==> config.mk <==
export PLATFORM = sky130hd
export DESIGN_NAME = gol_ctrl_fsm
export DESIGN_NICKNAME = d
export VERILOG_FILES = /design/src/rtl/gol_ctrl_fsm.sv
export SDC_FILE = /design/constraint.sdc
export NUM_CORES = 1
export LEC_CHECK = 0
export ABC_AREA = 0
export CAP_MARGIN = 0
export CORE_ASPECT_RATIO = 2
export CORE_MARGIN = 1.5
export CORE_UTILIZATION = 40
export CTS_BUF_LIST = sky130_fd_sc_hd__clkbuf_8
export DETAILED_ROUTE_END_ITERATION = 8
export GPL_TIMING_DRIVEN = 0
export PLACE_DENSITY_LB_ADDON = 0.2
export SYNTH_ARGS = -nofsm -noshare
export SYNTH_HDL_FRONTEND = slang
export SYNTH_SLANG_ARGS = --single-unit
==> constraint.sdc <==
create_clock -name clka -period 2.1 [get_ports clka]
set_clock_uncertainty 0.15 [all_clocks]
set_input_delay 0.525 -clock clka [delete_from_list [all_inputs] [get_ports clka]]
set_output_delay 0.525 -clock clka [all_outputs]
set_load 0.01 [all_outputs]
==> src/rtl/gol_ctrl_fsm.sv <==
`default_nettype none
// ============================================================================
// gol_ctrl_fsm : Game-of-Life controller - programming cursor, generation
//                pacing and update-engine handshake.
// Optional macro GOL_SINGLE_STEP_EN: btn1 in PAUSE runs one generation.
// Revision 1.0
// ============================================================================
module gol_ctrl_fsm #(
    parameter int ROWS     = 8,
    parameter int COLS     = 16,
    parameter int IDX_W    = 7,
    parameter int GEN_W    = 16,
    parameter int TICK_DIV = 1000
) (
    input  logic             clka,
    input  logic             rst,
    input  logic             stop,
    input  logic             prgm,
    input  logic             pp,
    input  logic             btn0,
    input  logic             btn1,
    input  logic             step_done,
    output logic [IDX_W-1:0] cell_idx,
    output logic             cell_we,
    output logic             cell_wdata,
    output logic             step_start,
    output logic [1:0]       game_state,
    output logic [GEN_W-1:0] gen_count
);
    localparam int N      = ROWS * COLS;
    localparam int TICK_W = $clog2(TICK_DIV);

    localparam logic [IDX_W-1:0]  C_IDX_LAST  = IDX_W'(N - 1);
    localparam logic [TICK_W-1:0] C_TICK_LAST = TICK_W'(TICK_DIV - 1);

    localparam logic [1:0] GS_IDLE    = 2'b00;
    localparam logic [1:0] GS_PROGRAM = 2'b01;
    localparam logic [1:0] GS_RUN     = 2'b10;
    localparam logic [1:0] GS_PAUSE   = 2'b11;

    typedef enum logic [2:0] {
        S_IDLE    = 3'd0,
        S_PROGRAM = 3'd1,
        S_RUN     = 3'd2,
        S_STEP    = 3'd3,
        S_PAUSE   = 3'd4
    } state_t;

    state_t            state_q;
    logic              prgm_q, pp_q, btn0_q, btn1_q;
    logic [TICK_W-1:0] tick_q;
    logic              stop_pend_q;
    logic              pp_pend_q;
    logic [IDX_W-1:0]  cell_idx_q;
    logic              cell_we_q;
    logic              cell_wdata_q;
    logic              step_start_q;
    logic [1:0]        game_state_q;
    logic [GEN_W-1:0]  gen_count_q;
`ifdef GOL_SINGLE_STEP_EN
    logic              single_q;
`endif

    logic             prgm_e, pp_e, btn0_e, btn1_e;
    logic             pp_seen;
    logic             step_to_pause;
    logic [IDX_W-1:0] idx_base;
    logic [IDX_W-1:0] idx_dec;

    assign prgm_e = prgm & ~prgm_q;
    assign pp_e   = pp   & ~pp_q;
    assign btn0_e = btn0 & ~btn0_q;
    assign btn1_e = btn1 & ~btn1_q;

    // The cursor shows the write address during the strobe and advances one cycle later.
    assign idx_base = cell_we_q ? ((cell_idx_q == C_IDX_LAST) ? '0 : cell_idx_q + IDX_W'(1))
                                : cell_idx_q;
    assign idx_dec  = (idx_base == '0) ? C_IDX_LAST : idx_base - IDX_W'(1);

    assign pp_seen = pp_pend_q | pp_e;
`ifdef GOL_SINGLE_STEP_EN
    assign step_to_pause = pp_seen ^ single_q;
`else
    assign step_to_pause = pp_seen;
`endif

    always_ff @(posedge clka) begin
        if (rst) begin
            state_q      <= S_IDLE;
            game_state_q <= GS_IDLE;
            prgm_q       <= 1'b0;
            pp_q         <= 1'b0;
            btn0_q       <= 1'b0;
            btn1_q       <= 1'b0;
            tick_q       <= '0;
            stop_pend_q  <= 1'b0;
            pp_pend_q    <= 1'b0;
            cell_idx_q   <= '0;
            cell_we_q    <= 1'b0;
            cell_wdata_q <= 1'b0;
            step_start_q <= 1'b0;
            gen_count_q  <= '0;
`ifdef GOL_SINGLE_STEP_EN
            single_q     <= 1'b0;
`endif
        end else begin
            prgm_q       <= prgm;
            pp_q         <= pp;
            btn0_q       <= btn0;
            btn1_q       <= btn1;
            cell_we_q    <= 1'b0;
            step_start_q <= 1'b0;

            case (state_q)
                S_IDLE: begin
                    if (!stop && prgm_e) begin
                        state_q      <= S_PROGRAM;
                        game_state_q <= GS_PROGRAM;
                        cell_idx_q   <= '0;
                        gen_count_q  <= '0;
                    end
                end

                S_PROGRAM: begin
                    cell_idx_q <= idx_base;
                    if (stop) begin
                        state_q      <= S_IDLE;
                        game_state_q <= GS_IDLE;
                        cell_idx_q   <= '0;
                    end else if (pp_e) begin
                        state_q      <= S_RUN;
                        game_state_q <= GS_RUN;
                        tick_q       <= '0;
                    end else if (btn0_e ^ btn1_e) begin
                        cell_we_q    <= 1'b1;
                        cell_wdata_q <= btn1_e;
                    end else if (prgm_e && !btn0_e && !btn1_e) begin
                        cell_idx_q   <= idx_dec;
                    end
                end

                S_RUN: begin
                    if (stop) begin
                        state_q      <= S_IDLE;
                        game_state_q <= GS_IDLE;
                        cell_idx_q   <= '0;
                    end else if (pp_e) begin
                        state_q      <= S_PAUSE;
                        game_state_q <= GS_PAUSE;
                    end else if (tick_q == C_TICK_LAST) begin
                        state_q      <= S_STEP;
                        tick_q       <= '0;
                        step_start_q <= 1'b1;
                    end else begin
                        tick_q       <= tick_q + TICK_W'(1);
                    end
                end

                // Stop and pause requests wait for the engine so a generation is never torn.
                S_STEP: begin
                    if (step_done) begin
                        gen_count_q <= gen_count_q + GEN_W'(1);
                        stop_pend_q <= 1'b0;
                        pp_pend_q   <= 1'b0;
`ifdef GOL_SINGLE_STEP_EN
                        single_q    <= 1'b0;
`endif
                        if (stop || stop_pend_q) begin
                            state_q      <= S_IDLE;
                            game_state_q <= GS_IDLE;
                            cell_idx_q   <= '0;
                        end else if (step_to_pause) begin
                            state_q      <= S_PAUSE;
                            game_state_q <= GS_PAUSE;
                        end else begin
                            state_q      <= S_RUN;
                            game_state_q <= GS_RUN;
                        end
                    end else begin
                        if (stop) begin
                            stop_pend_q <= 1'b1;
                        end
                        if (pp_e) begin
                            pp_pend_q <= 1'b1;
                        end
                    end
                end

                S_PAUSE: begin
                    if (stop) begin
                        state_q      <= S_IDLE;
                        game_state_q <= GS_IDLE;
                        cell_idx_q   <= '0;
                    end else if (pp_e) begin
                        state_q      <= S_RUN;
                        game_state_q <= GS_RUN;
`ifdef GOL_SINGLE_STEP_EN
                    end else if (btn1_e) begin
                        state_q      <= S_STEP;
                        game_state_q <= GS_RUN;
                        step_start_q <= 1'b1;
                        single_q     <= 1'b1;
`endif
                    end
                end

                default: begin
                    state_q      <= S_IDLE;
                    game_state_q <= GS_IDLE;
                    cell_idx_q   <= '0;
                end
            endcase
        end
    end

    assign cell_idx   = cell_idx_q;
    assign cell_we    = cell_we_q;
    assign cell_wdata = cell_wdata_q;
    assign step_start = step_start_q;
    assign game_state = game_state_q;
    assign gen_count  = gen_count_q;

endmodule
`default_nettype wire
=== Word-level counts from Yosys, hierarchy flattened ===
Index checks and enable logic that the tools add are counted.

* Add/subtract/negate cells: 4
* Multiply operators: 0
* Divide/modulo/power cells: 0
* $lt $le $gt $ge: 0
* Eq/ne operators: 17
* Shift-type cells: 0
* Multiplexer cells: 46
* Bitwise operators: 14
* Reduce and logical (&&, ||, !) cells: 25

{| class="wikitable"
|+ Operators with widths
! operator !! number
|-
| 7-bit two-way mux || 11
|-
| 10-bit two-way mux || 5
|-
| 16-bit two-way mux || 2
|-
| 16-bit one-hot mux with 2 select lines || 1
|-
| 7-bit one-hot mux with 4 select lines || 1
|-
| 3-bit two-way mux || 9
|-
| 10-bit one-hot mux with 2 select lines || 1
|-
| 16-bit by 1-bit adder with 16-bit output (second input constant) || 1
|-
| 4-bit AND reduction || 4
|-
| 2-bit two-way mux || 7
|-
| 2-bit != test (second input constant) || 7
|-
| 3-bit one-hot mux with 4 select lines || 1
|-
| 10-bit by 1-bit adder with 10-bit output (second input constant) || 1
|-
| 10-bit == test (second input constant) || 1
|-
| 1-bit NOT || 8
|-
| 2-bit one-hot mux with 4 select lines || 1
|-
| 2-bit nonzero test || 4
|-
| 4-bit OR reduction || 2
|-
| 7-bit by 1-bit adder with 7-bit output (second input constant) || 1
|-
| 7-bit == test (second input constant) || 1
|-
| 7-bit logical NOT || 1
|-
| 1-bit two-way mux || 7
|-
| 7-bit by 1-bit subtractor with 7-bit output (second input constant) || 1
|-
| 3-bit by 2-bit == test with 1-bit output (second input constant) || 2
|-
| 17 further kinds || 26
|}

* Bits in registers: 47
* Bits in latches: 0
* Memory bits (writable): 0
* Memory bits (read-only): 0
* Output and inout port bits: 28
* Logic and storage cells: 120
* Memories kept: 0

=== Logic depth before layout (Yosys ltp) ===
Gate-level depths: netlist (run 1).

* Word-level depth: 10
* Mapped depth: 9

=== Least setup slack after synthesis (run 1) ===
OpenSTA, ideal clock, no wires.

* Path kind: register to register
* From: reg cell_idx_q[0] (netlist: cell_idx[0])
* To: reg cell_idx_q[4] (netlist: cell_idx[4])
* Arrival time: 2.100 ns
* Slack: -0.267 ns
* Cell stages (with the launch flop): 10
* Buffers on the path: 0
* Cell sequence: dfxtp_1 -> ha_1 -> nand4_1 -> or2_2 -> nand2_1 -> ha_1 -> o2111ai_1 -> nor3_1 -> a21oi_1 -> a32o_1

* Longest elaborated chain between the ends: 10

{| class="wikitable"
|+ Ends and longest elaborated chain
! what !! line !! source
|-
| from (decl) || 54 || <nowiki>logic [IDX_W-1:0] cell_idx_q;</nowiki>
|-
| from (signal assigned) || 125 || <nowiki>cell_idx_q <= idx_base;</nowiki>
|-
| from (signal assigned) || 138 || <nowiki>cell_idx_q <= idx_dec;</nowiki>
|-
| 7-bit by 1-bit adder with 7-bit output or 7-bit == test (tied branches) || 76 || <nowiki>assign idx_base = cell_we_q ? ((cell_idx_q == C_IDX_LAST) ? '0 : cell_idx_q + IDX_W'(1))</nowiki>
|-
| 7-bit two-way mux || 76 ||
|-
| 7-bit two-way mux (*) || 76 ||
|-
| 7-bit by 1-bit subtractor with 7-bit output or 7-bit logical NOT (tied branches) || 78 || <nowiki>assign idx_dec = (idx_base == '0) ? C_IDX_LAST : idx_base - IDX_W'(1);</nowiki>
|-
| 7-bit two-way mux || 78 ||
|-
| 7-bit two-way mux || 137 || <nowiki>end else if (prgm_e && !btn0_e && !btn1_e) begin</nowiki>
|-
| 7-bit two-way mux || 134 || <nowiki>end else if (btn0_e ^ btn1_e) begin</nowiki>
|-
| 7-bit two-way mux (*) || 130 || <nowiki>end else if (pp_e) begin</nowiki>
|-
| 7-bit two-way mux (*) || 126 || <nowiki>if (stop) begin</nowiki>
|-
| 7-bit one-hot mux with 4 select lines (*) || 114 || <nowiki>case (state_q)</nowiki>
|}

Mark *: on every way between the ends. The rest lies on a longest branch, timed or not.
A chain may end at the register's enable or synchronous reset.

=== Final worst setup path (run 1) ===
* From: reg tick_q[0]
* To: reg state_q[2]

* Longest elaborated chain between the ends: 3

{| class="wikitable"
|+ Ends and longest elaborated chain
! what !! line !! source
|-
| from (decl) || 51 || <nowiki>logic [TICK_W-1:0] tick_q;</nowiki>
|-
| from (signal assigned) || 155 || <nowiki>tick_q <= tick_q + TICK_W'(1);</nowiki>
|-
| 10-bit == test || 150 || <nowiki>end else if (tick_q == C_TICK_LAST) begin</nowiki>
|-
| 4-bit != test (no source line) || n/a ||
|-
| 4-bit AND reduction (no source line) || n/a ||
|-
| to (signal assigned) || 144 || <nowiki>state_q <= S_IDLE;</nowiki>
|-
| to (signal assigned) || 148 || <nowiki>state_q <= S_PAUSE;</nowiki>
|-
| to (signal assigned) || 151 || <nowiki>state_q <= S_STEP;</nowiki>
|-
| to (decl) || 49 || <nowiki>state_t state_q;</nowiki>
|}

No other way between the ends.

==> results of run 1 <==
-- flip-flops by register name, indices dropped and copies added (netlist names) --
| name | cells |
|---|---|
| pp_q | 1 |
| game_state | 2 |
| gen_count | 16 |
| pp_pend_q | 1 |
| cell_we | 1 |
| cell_idx | 7 |
| cell_wdata | 1 |
| btn0_q | 1 |
| stop_pend_q | 1 |
| step_start | 1 |
| prgm_q | 1 |
| tick_q | 10 |
| state_q | 3 |
| btn1_q | 1 |
-- stage by stage --
stage | power [uW] | setup WS [ns] | area, sq um | hold slack [ns] | util, %
3_5_place_dp | 1291 | -0.7917 | 3357 | 0.3415 | 48.75
6_report | 1886 | -0.03002 | 4038 | 0.3465 | 58.63
3_3_place_gp | 1288 | -0.7595 | 3357 | 0.3349 | 48.75
2_1_floorplan | 1187 | 0.0006031 | 2904 | 0.3191 | -
5_1_grt | 1963 | -0.1108 | 4038 | 0.3683 | 58.63
4_1_cts | 1873 | -0.03300 | 3860 | 0.3703 | 56.05
-- worst max-delay path: cells and delay by family (launching register included) --
kind / cells / cell delay, ns
and+or+nand+nor: 3 / 1.04
DFF: 1 / 0.37
AOI/OAI and AO/OA: 3 / 0.39
adders and majority gates: 1 / 0.15
-- report_power, final --
group | leakage (uW) | internal [uW] | switching [uW] | total (uW)
Clock | 0.0000444 | 222 | 300 | 522
Sequential | 0.000389 | 904 | 19.7 | 924
Combinational | 0.00102 | 199 | 240 | 439
-- cells in the mapped netlist, drive strengths merged (5+ instances only) --
cell type  instances  share of area (%)
nand2             25                3.4
buf                5                1.5
ha                 5                2.2
inv                7               0.93
xnor2              9                2.8
nor2              42                5.7
and3               5                1.1
nand4             13                3.1
dfxtp             47                 33
nor4               5                1.1
o21ai             13                2.3
xor2              15                4.6
a21o               6                1.6
nand3             14                2.5
a22oi              5                1.3
nor2b              8                1.8
clkbuf            12                4.1
a21oi             23                4.2
a31oi              7                1.8
mux2i              5                1.8
nor3              14                2.5
or3                5                1.2
nand2b             5                1.1
-- cell families after synthesis --
family	count (synthesis)	share of synthesized area, %
AND/OR/NAND/NOR	160	30.05
AO/OA/AOI/OAI	77	18.32
flip-flops	47	33.27
XOR/XNOR	24	7.434
buffers and inverters	24	6.549
multiplexers	6	2.168
adder cells (fa/ha/maj)	5	2.212
-- worst paths after layout --
path	slack [ns]	cells past startpoint	to	startpoint
min	0.35	2	prgm_q	prgm
max	-0.03	7	state_q[2]	tick_q[0]
min reg2reg	0.36	2	cell_wdata	cell_wdata
max reg2reg	-0.03	7	state_q[2]	tick_q[0]
-- routing by layer --
| metal | part of all wire [%] | routed length [microns] |
|---|---|---|
| met1 | 37 | 3125 |
| met2 | 58 | 4956 |
| met3 | 1.9 | 160 |
| met4 | 3.2 | 272 |
| met5 | 0 | 0 |
-- layout make-up --
type                            instances  area [sq um]  share of cell area (%)
Clock buffer                            5         68.82                   1.704
Multi-Input combinational cell        272          2135                   52.87
Timing Repair Buffer                   59         530.5                   13.14
Buffer                                 15         182.7                   4.524
Tap cell                               90         112.6                   2.789
Clock inverter                          3         11.26                  0.2789
Sequential cell                        47         970.9                   24.05
Inverter                                7         26.28                  0.6508
-- repair_timing --
item                       4_1_cts  5_1_grt
pin swaps                       17       14
buffers inserted                19        6
gates cloned                     0        0
gates resized for setup         67       33
hold buffers                     0        0
setup endpoints to repair       32       19
==> flow_summary.toml, run 1 <==
[hold_path]
holdCritPathClass = "input port to register"

[floorplanning]
core_region_area_sq_um = 6887
initial_core_utilization_pct = 41.06
floorplan.io_pins = 36
die_width_microns = 62.45
floorplan_row_count = 43
die_height_microns = 121.9
design.die.area_sq_um = 7613

[finish]
syn_to_final_growth_pct = 42.79
most-common-layout-cells = "38 x sky130_fd_sc_hd__nor2_1, 33 x sky130_fd_sc_hd__dfxtp_1, 27 x sky130_fd_sc_hd__clkdlybuf4s50_1"
ant_diodes = 0
fillCellCount = 642
post_route_cells_drive_above_1_share_pct = 29.90
final_net_count = 420
instances_no_fill = 498
layout.cells.most_common = "sky130_fd_sc_hd__nor2_1"

[critical_path]
critPathLaunchType = "register"
critical-path-slowest-cell = "sky130_fd_sc_hd__or4_4"
worstSetupPathType = "register to register"
path_cells = "ha_4, nand2_2, or4_4, a21oi_4, o22ai_4, or4_1, a21oi_1"
cp.arrival_ns = 2.24
critical-path-max-stage-delay_ns = 0.52
path_max_fanout = 5
cp_data_required_time_ns = 2.21
cp_capture_type = "register"

[synthesis]
synthDistinctLibCells = 61
synth-seq-cells = 47
postSynth.asyncResetShare_pct = 0
synth_fp_nets = 356
number_of_enable_flip_flop_cells_after_synthesis = 0
synth_cells = 343
ys_seq_area_share_pct = 33.27
ys_warn_count = 0
syn-cell-area_sq_um = 2828
synth_flop_cell = "sky130_fd_sc_hd__dfxtp_1"
syn_avg_cell_area_sq_um = 8.244

[detailed_routing]
detailroute.via_count = 2828
wl_per_cell_microns = 17.10
routed_wl_microns = 8515
drtAntennaViolNets = 0
routed_via_density = 5.679
drtPass1Iterations = 4
drt-initial-drc-count = 179
drt_drc_violations_left = 0

[power_and_ir_drop]
ir_drop_v = 0.0003841
p_per_cell_area_nw_per_um2 = 467.0
leakage_uw = 0.001457

[global_route]
grt_start_max_net_pins = 14
grt_util_met2_pct = 46.24
vias_in_the_first_global_route = 2760
most_crowded_layer_after_global_routing = "met2"
grt_pass1_wl_microns = 13570
met3_usage_pct = 2.678
antenna_found_initial = 0
grt_overflow_total = 0
gr-usage-met1_pct = 22.11
global_route.usage.total_pct = 22.72

[cts]
numCtsBuffers = 5
worstSkewPairLatency_ns = 0.32
cts_tree = "built"
clock_path_buffers = 2
htree_num_levels = 2
clockRootBuffer = "sky130_fd_sc_hd__clkbuf_8"
clk_pin_slew_ns = 0.09
numClockSinks = 47

[sta]
final-max-slew-violation-count = 0
setup_total_negative_slack_ns = -0.05841
hold_viol_final = 0
clock_period_minus_worst_slack_ns = 2.130
post-route-worst-setup-slack_ns = -0.03002
setup_viol = 3
timing.max_slew.rel_slack_pct = 61.06
clock.fmax_mhz = 469.5
setup_repair_after_global_routing_missed_its_margin = "true"
max_slew.worst_pin.slew_ns = 0.5841
finalCritPeriodShare_pct = 101.4

[run_status]
outcome = "finished with violations"
violations = "setup timing"

[flow_run]
max-cap-violations = 0

[placement]
routability_congestion_estimate = 0.9199
dpl.hpwl_microns = 5878
place_inst = 467
portBuffers = 34
Power figures use the tool's default switching activity.
==> run 2, diff against run 1 <==
--- a/config.mk
+++ b/config.mk
@@ -6,7 +6,6 @@
 export NUM_CORES = 1
 export LEC_CHECK = 0
 export ABC_AREA = 0
-export CAP_MARGIN = 0
 export CORE_ASPECT_RATIO = 2
 export CORE_MARGIN = 1.5
 export CORE_UTILIZATION = 40
@@ -14,6 +13,7 @@
 export DETAILED_ROUTE_END_ITERATION = 8
 export GPL_TIMING_DRIVEN = 0
 export PLACE_DENSITY_LB_ADDON = 0.2
+export SKIP_LAST_GASP = 1
 export SYNTH_ARGS = -nofsm -noshare
 export SYNTH_HDL_FRONTEND = slang
 export SYNTH_SLANG_ARGS = --single-unit
==> flow_summary.toml, run 2 (synthesized netlist as in run 1, its figures left out) <==
[critical_path]
cp.arrival_ns = 2.27
path_cells = "buf_4, buf_4, nand2_1, xor2_1, a31oi_1, a211oi_2, mux2_2, a311oi_2"
cp_capture_type = "register"
critical-path-slowest-cell = "sky130_fd_sc_hd__mux2_2"
timing.critical_path.mode_cell = "sky130_fd_sc_hd__buf_4"
cp_data_required_time_ns = 2.17
worstSetupPathType = "register to register"
path_max_fanout = 3
critPathLaunchType = "register"
critical-path-max-stage-delay_ns = 0.37

[placement]
routability_congestion_estimate = 0.9199
dpl.hpwl_microns = 5878
total_placed_instance_area_sq_um = 3357
place_inst = 467
portBuffers = 34
place_ws_ns = -0.7917

[detailed_routing]
drtPass1Iterations = 4
wl_per_cell_microns = 17.62
routed_via_density = 5.704
routed_wl_microns = 8809
drtAntennaViolNets = 0
drt_drc_violations_left = 0
detailroute.via_count = 2852
drt-initial-drc-count = 149

[global_route]
vias_in_the_first_global_route = 2771
grt_start_max_net_pins = 14
antenna_found_initial = 0
global_route.usage.total_pct = 22.49
grt_overflow_total = 0
grt_pass1_wl_microns = 13460

[run_status]
outcome = "finished with violations"
violations = "setup timing"

[cts]
clk_pin_slew_ns = 0.08
cts_tree = "built"
clockRootBuffer = "sky130_fd_sc_hd__clkbuf_8"
clock_path_buffers = 2
hold_buffers = 0
htree_num_levels = 2
numCtsBuffers = 5
worstSkewPairLatency_ns = 0.32
numClockSinks = 47

[power_and_ir_drop]
leakage_uw = 0.001509
power.share.sequential_pct = 48.8
p_per_cell_area_nw_per_um2 = 464.4
p_comb_share_pct = 23.5
clkPwrFrac_pct = 27.7
switchingPower_uw = 563.0
sw_frac_of_total_pct = 29.76
ir_drop_v = 0.0003861
internal-power_uw = 1329

[finish]
ant_diodes = 0
most-common-layout-cells = "38 x sky130_fd_sc_hd__nor2_1, 34 x sky130_fd_sc_hd__dfxtp_1, 27 x sky130_fd_sc_hd__clkdlybuf4s50_1"
final_net_count = 422
post_route_cells_drive_above_1_share_pct = 29.76
instances_no_fill = 500
fin_area_sq_um = 4073
layout.cells.most_common = "sky130_fd_sc_hd__nor2_1"
syn_to_final_growth_pct = 44.03
largest_reg_flops = 16

[flow_run]
max-cap-violations = 0

[sta]
post-route-worst-setup-slack_ns = -0.1053
hold_viol_final = 0
clock.fmax_mhz = 453.5
clock_period_minus_worst_slack_ns = 2.205
final-max-slew-violation-count = 0
max_slew.worst_pin.slew_ns = 0.5889
setup_repair_after_global_routing_missed_its_margin = "true"
setup_viol = 5
final.hold.worst_slack_ns = 0.3463
finalCritPeriodShare_pct = 105.0
timing.max_slew.rel_slack_pct = 60.74
setup_total_negative_slack_ns = -0.2388

[floorplanning]
design.die.area_sq_um = 7613
die_height_microns = 121.9
floorplan_row_count = 43
die_width_microns = 62.45
floorplan.io_pins = 36
initial_core_utilization_pct = 41.06
core_region_area_sq_um = 6887

[hold_path]
holdCritPathClass = "input port to register"
## run 2: metal layers
metal,share of wire (%),track usage [%]
met3,2.7,2.770
met2,58,45.50
met1,36,21.59
met4,3.7,11.25
met5,0,0
## run 2: area by class of cell
type	count	area (sq um)
Clock buffer	5	68.82
Buffer	15	182.7
Fill cell	625	2814
Sequential cell	47	972.2
Timing Repair Buffer	61	564.3
Multi-Input combinational cell	272	2135
Tap cell	90	112.6
Inverter	7	26.28
Clock inverter	3	11.26
## run 2: critical path: cells and delay by family (launching register included)
kind | cells | cell delay [ns]
XOR/XNOR | 1 | 0.22
AO/OA/AOI/OAI | 3 | 0.62
buffers and inverters | 2 | 0.28
AND/OR/NAND/NOR | 1 | 0.10
multiplexers | 1 | 0.37
flip-flops | 1 | 0.36
## run 2: through the flow
step,total power [uW],utilization (%)
final,1891,59.14
after global routing,1966,59.14
after CTS,1869,55.80
after detailed placement,1291,48.75
after global placement,1288,48.75
after floorplan,1187,-
## run 2: path summary, 6_finish.rpt
kind              slack (ns)         from          end  cells after the start
hold reg to reg         0.36   cell_wdata   cell_wdata                      2
setup / recovery       -0.11  cell_idx[1]  cell_idx[5]                      8
hold / removal          0.35         prgm       prgm_q                      2
setup reg to reg       -0.11  cell_idx[1]  cell_idx[5]                      8
## run 2: repair_timing
item | in CTS | in global routing
pin swaps | 17 | 11
cloned | 0 | 2
endpoints found under the setup margin | 32 | 21
setup buffers | 19 | 6
gates resized for setup | 62 | 36
hold endpoints to repair | 0 | 0
## run 2: power by group through the flow
stage / combinational (uW) / sequential [uW] / clock, uW
after global placement: 343 / 945 / 0
after detailed placement: 345 / 946 / 0
final: 444 / 923 / 525
after floorplan: 241 / 946 / 0
after CTS: 403 / 924 / 543
after global routing: 476 / 925 / 564
